### src/rtl/rr_onehot_arbiter_pkg.sv
// rtl/rr_onehot_arbiter_pkg.sv - shared state encodings for the round-robin arbiter
package rr_onehot_arbiter_pkg;

   typedef enum logic {
      ARB_IDLE  = 1'b0,
      ARB_GRANT = 1'b1
   } arb_state_t;

endpackage

### src/rtl/rr_onehot_arbiter_encodernbit.sv
// rtl/rr_onehot_arbiter_encodernbit.sv - one-hot to binary encoder (zero input gives zero index)
module encodernbit #(
   parameter int N = 2
) (
   input  logic [(2**N)-1:0] i_onehot,
   output logic [N-1:0]      o_idx
);

   // Each index bit is the OR of every one-hot position whose index has that bit set.
   always_comb begin
      o_idx = '0;
      for (int p = 0; p < 2**N; p++) begin
         for (int b = 0; b < N; b++) begin
            if (((p >> b) & 1) == 1) begin
               o_idx[b] = o_idx[b] | i_onehot[p];
            end
         end
      end
   end

endmodule

### src/rtl/rr_onehot_arbiter.sv
// rtl/rr_onehot_arbiter.sv - round-robin arbiter with registered one-hot grant and valid/ready handshake
module rr_onehot_arbiter
   import rr_onehot_arbiter_pkg::*;
#(
   parameter int N = 2,
   parameter int M = 2**N
) (
   input  logic         clk,
   input  logic         rst_n,
   input  logic [M-1:0] req,
   input  logic         grant_ready,
   output logic [M-1:0] grant,
   output logic [N-1:0] grant_idx,
   output logic         grant_valid
);

   arb_state_t   r_state;
   arb_state_t   w_state_nxt;
   logic [M-1:0] r_grant;
   logic [M-1:0] w_grant_nxt;
   logic [N-1:0] r_ptr;
   logic [N-1:0] w_ptr_nxt;
   logic [N-1:0] w_idx;
   logic         w_accept;
   logic [N-1:0] w_search_ptr;
   logic [2*M-1:0] w_dbl;
   logic [M-1:0] w_rot;
   logic         w_found;
   logic [N-1:0] w_win_idx;
   logic [M-1:0] w_win;

   encodernbit #(.N(N)) u_enc (
      .i_onehot (r_grant),
      .o_idx    (w_idx)
   );

   assign w_accept     = (r_state == ARB_GRANT) && grant_ready;
   // On accept the search already starts one past the winner being retired.
   assign w_search_ptr = w_accept ? (w_idx + N'(1)) : r_ptr;

   always_comb begin
      w_dbl     = {req, req};
      w_rot     = w_dbl[w_search_ptr +: M];
      w_found   = 1'b0;
      w_win_idx = '0;
      w_win     = '0;
      for (int j = 0; j < M; j++) begin
         if (!w_found && w_rot[j]) begin
            w_found   = 1'b1;
            w_win_idx = w_search_ptr + N'(j);
         end
      end
      if (w_found) begin
         w_win[w_win_idx] = 1'b1;
      end
   end

   always_comb begin
      w_state_nxt = r_state;
      w_grant_nxt = r_grant;
      w_ptr_nxt   = r_ptr;
      case (r_state)
         ARB_IDLE: begin
            if (w_found) begin
               w_grant_nxt = w_win;
               w_state_nxt = ARB_GRANT;
            end
         end
         ARB_GRANT: begin
            if (w_accept) begin
               w_ptr_nxt = w_search_ptr;
               if (w_found) begin
                  w_grant_nxt = w_win;
               end else begin
                  w_grant_nxt = '0;
                  w_state_nxt = ARB_IDLE;
               end
            end
         end
         default: begin
            w_state_nxt = ARB_IDLE;
            w_grant_nxt = '0;
         end
      endcase
   end

   always_ff @(posedge clk) begin
      if (!rst_n) begin
         r_state <= ARB_IDLE;
         r_grant <= '0;
         r_ptr   <= '0;
      end else begin
         r_state <= w_state_nxt;
         r_grant <= w_grant_nxt;
         r_ptr   <= w_ptr_nxt;
      end
   end

   assign grant       = r_grant;
   assign grant_idx   = w_idx;
   assign grant_valid = (r_state == ARB_GRANT);

endmodule

### config.mk
export PLATFORM = sky130hd
export DESIGN_NAME = rr_onehot_arbiter
export DESIGN_NICKNAME = d
export VERILOG_FILES = /design/src/rtl/rr_onehot_arbiter_pkg.sv /design/src/rtl/rr_onehot_arbiter_encodernbit.sv /design/src/rtl/rr_onehot_arbiter.sv
export SDC_FILE = /design/constraint.sdc
export NUM_CORES = 1
export LEC_CHECK = 0
export CAP_MARGIN = 10
export CORE_AREA = 2 2 39 41
export DETAILED_ROUTE_END_ITERATION = 6
export DIE_AREA = 0 0 41 43
export HOLD_SLACK_MARGIN = 0.05
export SLEW_MARGIN = 20
export SYNTH_ARGS = -nofsm -noshare
export SYNTH_HDL_FRONTEND = slang
export SYNTH_SLANG_ARGS = --single-unit
### constraint.sdc
create_clock -name clk -period 2.46 [get_ports clk]
set_input_delay 0.738 -clock clk [delete_from_list [all_inputs] [get_ports clk]]
set_output_delay 0.738 -clock clk [all_outputs]
set_load 0.01 [all_outputs]
==> flow_results.org <==
** Status
- The run finished with clean final reports.

** Synth
- The number of nets in the synthesized netlist is between 50 and 60.
- Mapped Area :: just over 400 µm²
- The Yosys step of the flow raised 0 warnings.
- Distinct cells, synth :: 26
- Of the synthesized area, sequential elements account for 0.343.
- Averaged over all synthesized cells, the footprint is around 8.3 µm².
- Number of synthesized register bits :: 7
- Synthesis handed over a netlist of slightly below 50 instances.

** Die
- Core region area :: 1380 µm²
- Starting density of the core :: 0.296
- From bottom edge to top edge, the die measures 43 µm.
- The die is roughly 41 µm wide.
- Die Outline Area :: between 1500 and 2000 µm²
- I/O pins :: 14
- Row generation in the floorplan step produced 14 rows.

** Clock network
- Post-CTS timing repair inserted 0 buffers for setup.
- TritonCTS built the clock tree.
- H-tree depth :: 1
- Clock buffers created by TritonCTS :: 3
- Insertion delay to the later sink of the worst-skew pair :: 0.26 ns
- Worst-path clk slew :: 0.06 ns
- Counting every sink on the clock net gives 7.
- Clock tree synthesis selected as its root buffer the cell clkbuf_4.
- Deepest clock path buffer count :: 2

** Route
- Routed wire length on met3 :: approximately 50 µm
- Sum of met2 wire segment lengths after detailed routing :: about 520 µm
- In this run, the number of DRC markers left after iteration 0 of detailed routing was 4.
- Antenna-violating nets left :: 0
- Uppermost metal layer occupied by signal nets :: met4
- The detailed router put a total of around 540 µm of wire on met1.
- The routed layout has about 460 vias.
- Drt drc :: 0
- The routed design has 1.14 mm of wire.
- Routed WL per cell :: 12.1 µm
- After detailed routing, the number of vias per cell comes to ~4.9.
- Count of TritonRoute iterations in the first routing pass :: 4

** Timing
- Setup repair after global routing missed its margin :: no
- For the finished layout, the period the worst path requires is 2.36 ns.
- Of the available clock period, the critical path in the final layout requires 0.959.
- Post-layout worst setup margin :: between 0.1 and 0.15 ns
- Number of hold violations in the final report :: 0
- At the pin with the least slew margin, the transition time is 0.393 ns.
- Across the routed clock network, the largest skew measured is 0.00279 ns.
- In this run the tightest slew margin relative to its limit is 0.735.
- Peak Freq :: around 420 MHz
- Hold is met by 0.479 ns.
- Setup violations remaining at the end of the flow were counted as 0.
- The max-slew violation count is 0.
- Fin Setup TNS :: 0 ns

** Setup path
- On the worst path, the slowest cell contributes a delay of 0.55 ns.
- At the worst endpoint, the required time is around 2.7 ns.
- Highest-delay cell along the critical path :: or4_4
- STA classifies the critical path endpoint as a flip-flop.
- Setup slack on the worst reg-to-reg path comes out at 0.36 ns.
- Crit-path cells :: clkdlybuf4s50_1, nand2b_1, a311o_1, o21ai_1, or4_4, or3b_1, a21oi_2
- The critical path is of the in2reg type.
- CP Launch Type :: input port
- At the worst endpoint, the arrival time is 2.56 ns.
- Along the worst path, the maximum fanout reaches 3.

** Power and ir drop
- VDD sags by at most between 0.2 and 0.3 mV.
- Power spread over the standard cell area amounts to roughly 500 nW/µm².
- Overall power consumption after layout is estimated at ~350 µW.
- Static power due to leakage :: around 0.29 nW

** Finish
- Layout Area Growth over Synthesis :: 68.2%
- Final Core Density :: 0.497
- Summing all non-filler instances in the final layout gives an area of between 600 and 700 µm².
- Of the cells placed in the final design, the portion with a size suffix greater than 1 is 0.282.
- For this run, the post-layout net count is 86.
- The repair_antennas step left the layout with diodes totalling 0.
- Post-layout instance count excluding filler cells :: between 90 and 100
- The top cell types in the final layout, fill and taps aside, are 12 x clkdlybuf4s50_1, 12 x buf_4, 7 x dfxtp_1, 5 x nor2_1, 5 x nand2b_1.

** Global route
- Antenna violations before repair :: 0
- The first global-routing pass estimated between 1.5 and 2 mm of wire.
- Pin count of the biggest net entering global routing :: 7
- After global routing the overflow that remains totals 0.
- Vias in the first global route :: 454
- Global routing usage summed across all routing layers :: 0.166

** Placed design
- At the placement stage, the worst setup path has a slack of -0.421 ns.
- After detailed placement, the total cell area comes to between 600 and 700 µm².
- Placed cells :: 90
- Once detailed placement completed, the half-perimeter wirelength came to 831 µm.
- Buffers placed on the I/O ports in this run total 13.
- RePlAce Congestion :: between 0.7 and 0.8

** Job
- Number of violations of the max-capacitance limit :: 0

** Min path
- Hold WC Path Type :: reg2reg
-- synthesized netlist by cell type, drive strengths merged --
cell	n	area share
nand3	2	0.024
and3	1	0.028
inv	3	0.028
dfxtp	7	0.34
and3b	1	0.021
nor2	5	0.046
nand4	1	0.015
a21boi	1	0.018
o2bb2ai	1	0.021
a21oi	3	0.046
xor2	1	0.021
nor3	1	0.012
or4	1	0.028
nand2b	5	0.076
mux2i	1	0.024
nor4	2	0.031
and2	1	0.018
a31oi	1	0.031
nand2	4	0.037
o21ai	1	0.012
o41ai	2	0.043
or2	1	0.015
a311o	1	0.024
nor2b	1	0.015
or3b	1	0.021
-- path summary, 6_finish.rpt --
path | start | end | depth (start not counted)
max reg2reg | grant[1] | grant[3] | 6
max | req[1] | grant[3] | 7
min | grant[0] | grant[0] | 2
min reg2reg | grant[0] | grant[0] | 2
-- sequential cells by signal, summed over array words and instances, names as in the netlist --
register	count
grant	4
r_ptr	2
grant_valid	1
-- final cells by class --
cell class / count / area (µm²)
multi-input combinational: 39 / 272
fill: 146 / 696
sequential: 7 / 140
timing repair buffer: 25 / 219
tap: 16 / 20.0
clock buffer: 4 / 26.3
inverter: 3 / 11.3
-- power breakdown --
group	switching, mW	total (mW)	internal, mW
clock network	0.0473	0.110	0.0622
logic	0.0474	0.114	0.0668
registers	0.00696	0.129	0.122
total	0.102	0.353	0.251
-- kinds of logic (layout without fill, tap and decap cells) --
| logic type | count (synthesis) | after routing | share of synthesized area |
|---|---|---|---|
| and+or+nand+nor | 27 | 27 | 0.388 |
| AOI/OAI and AO/OA | 10 | 10 | 0.196 |
| DFF | 7 | 7 | 0.342 |
| buffers and inverters | 3 | 32 | 0.0275 |
| xor gates and xnor gates | 1 | 1 | 0.0214 |
| muxes | 1 | 1 | 0.0245 |
-- layer usage --
layer	up-vias	GRT usage
li1	236	-
met1	213	0.207
met2	10	0.238
met3	4	0.0209
met4	0	0.140
met5	-	0
-- worst max-delay path, delay by kind of cell --
family	cells	cell delay [ns]
buf+inv	1	0.48
compound gates	3	0.31
simple gates	3	1.03
-- timing repair --
action / in CTS / in global routing
pin swaps: 1 / 0
hold buffers: 0 / 0
setup endpoints to repair: 3 / 2
resized for setup: 4 / 2
hold endpoints to repair: 0 / 0
gates cloned: 0 / 0
(Power assumes the default switching activity.)
